===== src/rtl/cpu_defs.sv =====
// Shared encodings for the multicycle CPU control path: FSM states, opcodes,
// ALU function codes and the select codes driven by the control unit.
package cpu_defs;

   localparam int unsigned STATE_BITS = 3;
   localparam int unsigned OP_BITS    = 6;
   localparam int unsigned ALUOP_BITS = 3;
   localparam int unsigned SEL_BITS   = 2;

   typedef enum logic [STATE_BITS-1:0] {
      S_IF     = 3'b000,
      S_ID     = 3'b001,
      S_EXE_LS = 3'b010,
      S_MEM    = 3'b011,
      S_WB_LD  = 3'b100,
      S_EXE_BR = 3'b101,
      S_EXE_AL = 3'b110,
      S_WB_AL  = 3'b111
   } state_t;

   localparam logic [OP_BITS-1:0] OP_ADD   = 6'b000000;
   localparam logic [OP_BITS-1:0] OP_SUB   = 6'b000001;
   localparam logic [OP_BITS-1:0] OP_ADDIU = 6'b000010;
   localparam logic [OP_BITS-1:0] OP_AND   = 6'b010000;
   localparam logic [OP_BITS-1:0] OP_ANDI  = 6'b010001;
   localparam logic [OP_BITS-1:0] OP_ORI   = 6'b010010;
   localparam logic [OP_BITS-1:0] OP_SLL   = 6'b011000;
   localparam logic [OP_BITS-1:0] OP_SLTI  = 6'b011100;
   localparam logic [OP_BITS-1:0] OP_SW    = 6'b110000;
   localparam logic [OP_BITS-1:0] OP_LW    = 6'b110001;
   localparam logic [OP_BITS-1:0] OP_BEQ   = 6'b110100;
   localparam logic [OP_BITS-1:0] OP_BNE   = 6'b110101;
   localparam logic [OP_BITS-1:0] OP_J     = 6'b111000;
   localparam logic [OP_BITS-1:0] OP_JR    = 6'b111001;
   localparam logic [OP_BITS-1:0] OP_JAL   = 6'b111010;
   localparam logic [OP_BITS-1:0] OP_HALT  = 6'b111111;

   localparam logic [ALUOP_BITS-1:0] ALU_ADD = 3'b000;
   localparam logic [ALUOP_BITS-1:0] ALU_SUB = 3'b001;
   localparam logic [ALUOP_BITS-1:0] ALU_SLL = 3'b010;
   localparam logic [ALUOP_BITS-1:0] ALU_OR  = 3'b011;
   localparam logic [ALUOP_BITS-1:0] ALU_AND = 3'b100;
   localparam logic [ALUOP_BITS-1:0] ALU_SLT = 3'b110;

   localparam logic [SEL_BITS-1:0] EXT_SHAMT = 2'b00;
   localparam logic [SEL_BITS-1:0] EXT_ZERO  = 2'b01;
   localparam logic [SEL_BITS-1:0] EXT_SIGN  = 2'b10;

   localparam logic [SEL_BITS-1:0] DST_R31 = 2'b00;
   localparam logic [SEL_BITS-1:0] DST_RT  = 2'b01;
   localparam logic [SEL_BITS-1:0] DST_RD  = 2'b10;

   localparam logic [SEL_BITS-1:0] PC_NEXT   = 2'b00;
   localparam logic [SEL_BITS-1:0] PC_BRANCH = 2'b01;
   localparam logic [SEL_BITS-1:0] PC_REG    = 2'b10;
   localparam logic [SEL_BITS-1:0] PC_JUMP   = 2'b11;

   // Instruction classes that need more than the IF/ID pair.
   function automatic logic is_alu(input logic [OP_BITS-1:0] op);
      case (op)
         OP_ADD, OP_SUB, OP_ADDIU, OP_AND,
         OP_ANDI, OP_ORI, OP_SLL, OP_SLTI: is_alu = 1'b1;
         default:                          is_alu = 1'b0;
      endcase
   endfunction

   function automatic logic is_branch(input logic [OP_BITS-1:0] op);
      is_branch = (op == OP_BEQ) || (op == OP_BNE);
   endfunction

   function automatic logic is_mem(input logic [OP_BITS-1:0] op);
      is_mem = (op == OP_LW) || (op == OP_SW);
   endfunction

endpackage


===== src/rtl/control_decode.sv =====
// Opcode-only decode: datapath mux selects, ALU function and extender mode.
// Independent of FSM state, so these are valid in every cycle.
module control_decode
   import cpu_defs::*;
(
   input  logic [OP_BITS-1:0]    opcode,
   output logic                  alu_src_a,
   output logic                  alu_src_b,
   output logic [ALUOP_BITS-1:0] alu_op,
   output logic [SEL_BITS-1:0]   ext_sel,
   output logic [SEL_BITS-1:0]   reg_dst,
   output logic                  db_data_src,
   output logic                  wr_reg_d_src
);

   always_comb begin
      alu_src_a    = 1'b0;
      alu_src_b    = 1'b0;
      alu_op       = ALU_ADD;
      ext_sel      = EXT_SIGN;
      reg_dst      = DST_RT;
      db_data_src  = 1'b0;
      wr_reg_d_src = 1'b1;
      case (opcode)
         OP_ADD:   reg_dst = DST_RD;
         OP_SUB: begin
            alu_op  = ALU_SUB;
            reg_dst = DST_RD;
         end
         OP_ADDIU: alu_src_b = 1'b1;
         OP_AND: begin
            alu_op  = ALU_AND;
            reg_dst = DST_RD;
         end
         OP_ANDI: begin
            alu_op    = ALU_AND;
            alu_src_b = 1'b1;
            ext_sel   = EXT_ZERO;
         end
         OP_ORI: begin
            alu_op    = ALU_OR;
            alu_src_b = 1'b1;
            ext_sel   = EXT_ZERO;
         end
         // Shift amount comes through the extender onto the A operand.
         OP_SLL: begin
            alu_op    = ALU_SLL;
            alu_src_a = 1'b1;
            ext_sel   = EXT_SHAMT;
            reg_dst   = DST_RD;
         end
         OP_SLTI: begin
            alu_op    = ALU_SLT;
            alu_src_b = 1'b1;
         end
         OP_SW:    alu_src_b = 1'b1;
         OP_LW: begin
            alu_src_b   = 1'b1;
            db_data_src = 1'b1;
         end
         OP_BEQ, OP_BNE: alu_op = ALU_SUB;
         OP_JAL: begin
            reg_dst      = DST_R31;
            wr_reg_d_src = 1'b0;
         end
         default: ;
      endcase
   end

endmodule


===== src/rtl/multicycle_control_unit.sv =====
// Main sequencing FSM of the multicycle CPU: steps each instruction through
// IF/ID/EXE/MEM/WB and drives every datapath enable and select.
module multicycle_control_unit
   import cpu_defs::*;
#(
   parameter int unsigned STATE_W = 3,
   parameter int unsigned OP_W    = 6
) (
   input  logic               i_clk,
   input  logic               i_rst,
   input  logic [OP_W-1:0]    i_opcode,
   input  logic               i_zero,
   input  logic               i_sign,
   output logic               o_PCWre,
   output logic               o_IRWre,
   output logic               o_InsMemRW,
   output logic               o_mRD,
   output logic               o_mWR,
   output logic               o_RegWre,
   output logic [1:0]         o_RegDst,
   output logic               o_WrRegDSrc,
   output logic               o_DBDataSrc,
   output logic               o_ALUSrcA,
   output logic               o_ALUSrcB,
   output logic [1:0]         o_PCSrc,
   output logic [2:0]         o_ALUOp,
   output logic [1:0]         o_ExtSel,
   output logic [STATE_W-1:0] o_state
);

   state_t               state;
   state_t               next_state;
   state_t               cur_state;
   logic [OP_BITS-1:0]   op;
   logic                 multi_cycle;
   logic                 pc_wre;
   logic                 ir_wre;
   logic                 ins_mem_rw;
   logic                 m_rd;
   logic                 m_wr;
   logic                 reg_wre;
   logic [SEL_BITS-1:0]  pc_src;
   logic                 unused_sign;

   assign op          = OP_BITS'(i_opcode);
   assign multi_cycle = is_alu(op) || is_branch(op) || is_mem(op);
   assign unused_sign = i_sign;

   // While reset is held, outputs behave as if already in IF.
   assign cur_state = i_rst ? S_IF : state;

   always_ff @(posedge i_clk) begin
      if (i_rst) state <= S_IF;
      else       state <= next_state;
   end

   always_comb begin
      next_state = S_IF;
      case (state)
         S_IF: next_state = S_ID;
         S_ID: begin
            if (is_branch(op))   next_state = S_EXE_BR;
            else if (is_mem(op)) next_state = S_EXE_LS;
            else if (is_alu(op)) next_state = S_EXE_AL;
            else                 next_state = S_IF;
         end
         S_EXE_AL: next_state = S_WB_AL;
         S_EXE_BR: next_state = S_IF;
         S_EXE_LS: next_state = S_MEM;
         S_MEM:    next_state = (op == OP_LW) ? S_WB_LD : S_IF;
         S_WB_AL:  next_state = S_IF;
         S_WB_LD:  next_state = S_IF;
         default:  next_state = S_IF;
      endcase
   end

   // PCWre fires in the last state of each instruction; halt never retires.
   always_comb begin
      pc_wre     = 1'b0;
      ir_wre     = 1'b0;
      ins_mem_rw = 1'b0;
      m_rd       = 1'b0;
      m_wr       = 1'b0;
      reg_wre    = 1'b0;
      pc_src     = PC_NEXT;
      case (cur_state)
         S_IF: begin
            ins_mem_rw = 1'b1;
            ir_wre     = 1'b1;
         end
         S_ID: begin
            pc_wre  = !multi_cycle && (op != OP_HALT);
            reg_wre = (op == OP_JAL);
            if ((op == OP_J) || (op == OP_JAL)) pc_src = PC_JUMP;
            else if (op == OP_JR)               pc_src = PC_REG;
         end
         S_EXE_BR: begin
            pc_wre = 1'b1;
            if (((op == OP_BEQ) && i_zero) || ((op == OP_BNE) && !i_zero))
               pc_src = PC_BRANCH;
         end
         S_MEM: begin
            m_wr   = (op == OP_SW);
            pc_wre = (op == OP_SW);
            m_rd   = (op == OP_LW);
         end
         S_WB_AL, S_WB_LD: begin
            pc_wre  = 1'b1;
            reg_wre = 1'b1;
         end
         default: ;
      endcase
   end

   assign o_PCWre    = pc_wre  & ~i_rst;
   assign o_IRWre    = ir_wre  & ~i_rst;
   assign o_RegWre   = reg_wre & ~i_rst;
   assign o_mWR      = m_wr    & ~i_rst;
   assign o_InsMemRW = ins_mem_rw;
   assign o_mRD      = m_rd;
   assign o_PCSrc    = pc_src;
   assign o_state    = STATE_W'(cur_state);

   control_decode u_decode (
      .opcode       (op),
      .alu_src_a    (o_ALUSrcA),
      .alu_src_b    (o_ALUSrcB),
      .alu_op       (o_ALUOp),
      .ext_sel      (o_ExtSel),
      .reg_dst      (o_RegDst),
      .db_data_src  (o_DBDataSrc),
      .wr_reg_d_src (o_WrRegDSrc)
   );

endmodule


===== config.mk =====
export PLATFORM = sky130hd
export DESIGN_NAME = multicycle_control_unit
export DESIGN_NICKNAME = d
export VERILOG_FILES = /design/src/rtl/cpu_defs.sv /design/src/rtl/control_decode.sv /design/src/rtl/multicycle_control_unit.sv
export SDC_FILE = /design/constraint.sdc
export NUM_CORES = 1
export LEC_CHECK = 0
export ABC_AREA = 1
export CORE_MARGIN = 8
export CORE_UTILIZATION = 40
export CTS_CLUSTER_DIAMETER = 120
export DETAILED_ROUTE_END_ITERATION = 10
export PLACE_DENSITY = 0.89
export SLEW_MARGIN = 25
export SYNTH_ARGS = -nofsm -noshare
export SYNTH_HDL_FRONTEND = slang
export SYNTH_SLANG_ARGS = --single-unit

===== constraint.sdc =====
create_clock -name i_clk -period 2.14 [get_ports i_clk]
set_clock_uncertainty 0.05 [all_clocks]
set_input_delay 0.428 -clock i_clk [delete_from_list [all_inputs] [get_ports i_clk]]
set_output_delay 0.428 -clock i_clk [all_outputs]
set_load 0.1 [all_outputs]

==> results of run 1 <==
-- synth_stat cells (2+ instances only) --
cell / n
a21oi_1: 5
dfxtp_1: 3
inv_1: 19
inv_2: 2
nand2_1: 29
nand3_1: 11
nand3_2: 2
nor2_1: 16
nor2_4: 3
nor3_1: 2
o21ai_0: 2
-- logic make-up after synthesis --
family                 count (synthesis)  synth area share [%]
AO/OA/AOI/OAI                         12                  13.8
buffers and inverters                 23                  16.5
flip-flops                             3                  10.8
multiplexers                           1                  1.81
AND/OR/NAND/NOR                       67                  57.1
-- per-stage QoR --
step	hold slack (ns)	setup WS [ns]	TNS [ns]	std cells
after floorplan	0.464	-0.849	-3.50	106
after global placement	0.491	-0.277	-3.31	175
==> results by group, run 1 <==
Logic synthesis
  – Share of flip-flops with an asynchronous set or reset: 0%
  – Synthesis-stage register bit count: 3
  – Yosys cell types: 23
  – Syn_area_per_cell: 5.23 um2
  – Post-synth top area share: 19.6%
  – Mapped Area: 554 um2
  – Synth top area cells: nand2_1, inv_1, dfxtp_1, nor2_1, nand3_1
  – Post-synth EDFFs: 0
  – Post-synth top area cell: nand2_1
  – Sequential-to-total area share from yosys stat: 10.8%
  – Yosys warns: 0
  – Syn_nets: 116
  – Post-Synthesis Cells: 106
  – Most used DFF post-synth: dfxtp_1

Die
  – Floorplan row count: 13
  – Die height: 53.2 um
  – Initial Util: 42.6%
  – Die W: 53.2 um
  – Io pins: 32

Placed design
  – GP Congestion: 1.01
  – Port bufs: 30

Status
  – Outcome: aborted with a tool error
  – Last stage: detailed placement (3_5_place_dp)
  – Run Error: [ERROR DPL-0038] Utilization greater than 100%, impossible to legalize
==> run 2: changes to the inputs <==
--- a/config.mk
+++ b/config.mk
@@ -6,11 +6,10 @@
 export NUM_CORES = 1
 export LEC_CHECK = 0
 export ABC_AREA = 1
-export CORE_MARGIN = 8
-export CORE_UTILIZATION = 40
-export CTS_CLUSTER_DIAMETER = 120
+export CORE_AREA = 8 8 69 71
 export DETAILED_ROUTE_END_ITERATION = 10
-export PLACE_DENSITY = 0.89
+export DIE_AREA = 0 0 77 79
+export PLACE_DENSITY_LB_ADDON = 0.15
 export SLEW_MARGIN = 25
 export SYNTH_ARGS = -nofsm -noshare
 export SYNTH_HDL_FRONTEND = slang
==> run 2 against run 1 <==
- the flow now finishes without violations
- synthesized cell count unchanged
- area after synthesis unchanged
==> results by group, run 2 <==
Logic synthesis
  – Synth cell count leaders: nand2_1, inv_1, nor2_1, nand3_1, a21oi_1
  – Most used DFF post-synth: dfxtp_1
  – Synth top area cells: nand2_1, inv_1, dfxtp_1, nor2_1, nand3_1
  – Sequential-to-total area share from yosys stat: 10.8% (unchanged)
  – Yosys cell types: 23 (unchanged)
  – Syn_nets: 116 (unchanged)
  – Post-Synthesis Cells: 106 (unchanged)
  – Syn_area_per_cell: 5.23 um2 (unchanged)
  – Post-synth top area cell: nand2_1
  – Mapped Area: 554 um2 (unchanged)
  – Post-synth EDFFs: 0 (unchanged)
  – Synthesis-stage register bit count: 3 (unchanged)
  – Most common cell in the synthesized netlist: nand2_1
  – Yosys warns: 0 (unchanged)
  – Share of flip-flops with an asynchronous set or reset: 0% (unchanged)
  – Post-synth top area share: 19.6% (unchanged)

Worst setup path
  – Cell Chain, Critical Path: dlygate4sd2_1, buf_4, nor2_4, nand2_2, nor3_4, a21oi_2, o21ai_4, buf_12
  – R2R cell count: 6
  – Critical path arrival: 1.59 ns
  – Req. time, crit path: 1.66 ns
  – Critical path start-end classification: primary input to output port
  – CP max-delay cell: dlygate4sd2_1
  – Critical Path Max Stage Delay: 0.28 ns
  – Nature of the critical path startpoint: primary input
  – Crit. End Element: output port
  – CP Max Fanout: 5

Placed design
  – Dpl cells: 212
  – Port bufs: 30 (unchanged)
  – Pre-CTS WS: -0.302 ns
  – Dpl hpwl: 2030 um
  – GP Congestion: 0.862 (-14%)
  – DP Area: 0.00154 mm2

Cells and area
  – Diode count: 0
  – Syn-to-layout area delta: 191%
  – Largest regs: state: 3 flops
  – Post-route core utilization: 42.5%
  – Design Area, Final: 0.00162 mm2
  – Commonest non-fill, non-tap cell in the layout: buf_4
  – Fin nets: 180
  – Commonest cells after routing, fill and taps aside: buf_4, buf_12, nand2_1
  – Top reg by flops: state
  – Fin cells: 219
  – Max reg flops: 3
  – Layout cells sized above 1: 63.3%

Worst hold path
  – Worst Hold Class: register to register
  – Hold Crit Depth: 3

Power and ir drop
  – Tot Pwr: 0.514 mW
  – P per Cell Area: 318 mW/mm2
  – Leak: 0.724 nW
  – Maximum VDD drop: 0.146 mV

Drt
  – Drt first pass iters: 4
  – Total wire length: 2310 um
  – Per-cell routed wire length: 10.6 um
  – Vias: 888
  – DRC viols: 0
  – DRT iter0 DRCs: 39
  – Via density: 4.05
  – Number of nets still failing antenna checks after routing: 0

Clocking
  – # H-tree levels: 1
  – Root buffer cell: clkbuf_8
  – CTS tree: done
  – Clock Sinks: 3
  – CTS max path bufs: 2
  – Skew-Pair Late Insertion Delay: 0.21 ns
  – Clk pin slew, worst setup/hold paths: 0.03 ns
  – Num CTS Buffers: 3

Die
  – Die W: 77 um (+45%)
  – Core area: 0.00380 mm2
  – DIE AREA: 0.00608 mm2
  – Die height: 79 um (+48%)
  – Io pins: 32 (unchanged)
  – Floorplan row count: 23 (+10)
  – Initial Util: 14.6% (-28 points)

STA
  – Period minus WS final: 2.07 ns
  – Slew @ Worst Pin: 0.320 ns
  – Fmax achieved: 483 MHz
  – Final setup violation count: 0
  – Unrepaired setup endpoints after global routing: yes
  – Endpoints failing hold: 0
  – Relative slew slack: 78.7%
  – Final WS setup: 0.0681 ns
  – Fin crit share: 96.8%
  – Min Hold Slack: 0.515 ns
  – Final-report max-slew violation count: 0
  – Fin Setup TNS: 0 ns

Global route
  – Gr usage total: 7.85%
  – First-pass GRT wire length: 4010 um
  – Initial antenna violation count: 0
  – Vias in the first global route: 923
  – Gr ovfl total: 0
  – Largest net degree at the start of global routing: 7

Run
  – # Max-Cap Violations: 0

Status
  – Outcome: complete, no violations
## run 2: cell counts after synthesis
Identical to the previous run, type by type.
## run 2: final timing paths
check / startpoint / end / slack [ns]
max: i_rst / o_PCWre / 0.07
min: state[0]$_SDFF_PP0_ / state[0]$_SDFF_PP0_ / 0.52
max reg2reg: state[1]$_SDFF_PP0_ / state[2]$_SDFF_PP0_ / 1.03
min reg2reg: state[0]$_SDFF_PP0_ / state[0]$_SDFF_PP0_ / 0.52
## run 2: final cells by class
| type | count | area (um2) |
|---|---|---|
| fillers | 404 | 2180 |
| inverters | 22 | 111 |
| clock buffers | 4 | 45.0 |
| repair buffers | 60 | 739 |
| well taps | 50 | 62.6 |
| multi-input cells | 80 | 597 |
| flip-flops and latches | 3 | 60.1 |
## run 2: report_power, final
group	internal [mW]	switching, mW
clock	0.127	0.0341
combinational	0.108	0.182
sequential	0.0593	0.00374
total	0.294	0.220
## run 2: cell families after synthesis
family | count (synthesis) | synth area share (%)
AOI/OAI and AO/OA | 12 | 13.8
muxes | 1 | 1.81
buffers and inverters | 23 | 16.5
DFF | 3 | 10.8
and+or+nand+nor | 67 | 57.1
## run 2: what timing repair did
action / in CTS / in global routing
hold buffers: 0 / 0
cloned: 0 / 0
resized for setup: 14 / 15
pin swaps: 2 / 3
setup endpoints to repair: 19 / 14
buffers inserted: 1 / 2
## run 2: per-layer routing
layer | up-vias | global-route usage (%) | wire length [um]
met2 | 24 | 14.4 | 1210
met3 | 2 | 4.18 | 195
met5 | - | 0 | 0
met1 | 401 | 7.79 | 900
li1 | 461 | - | -
met4 | 0 | 1.32 | 4
## run 2: critical path: cells and delay by family
family                 cells  cell delay (ns)
AOI/OAI and AO/OA          2             0.14
buffers and inverters      3             0.66
and+or+nand+nor            3             0.36
Power figures use the tool's default switching activity.
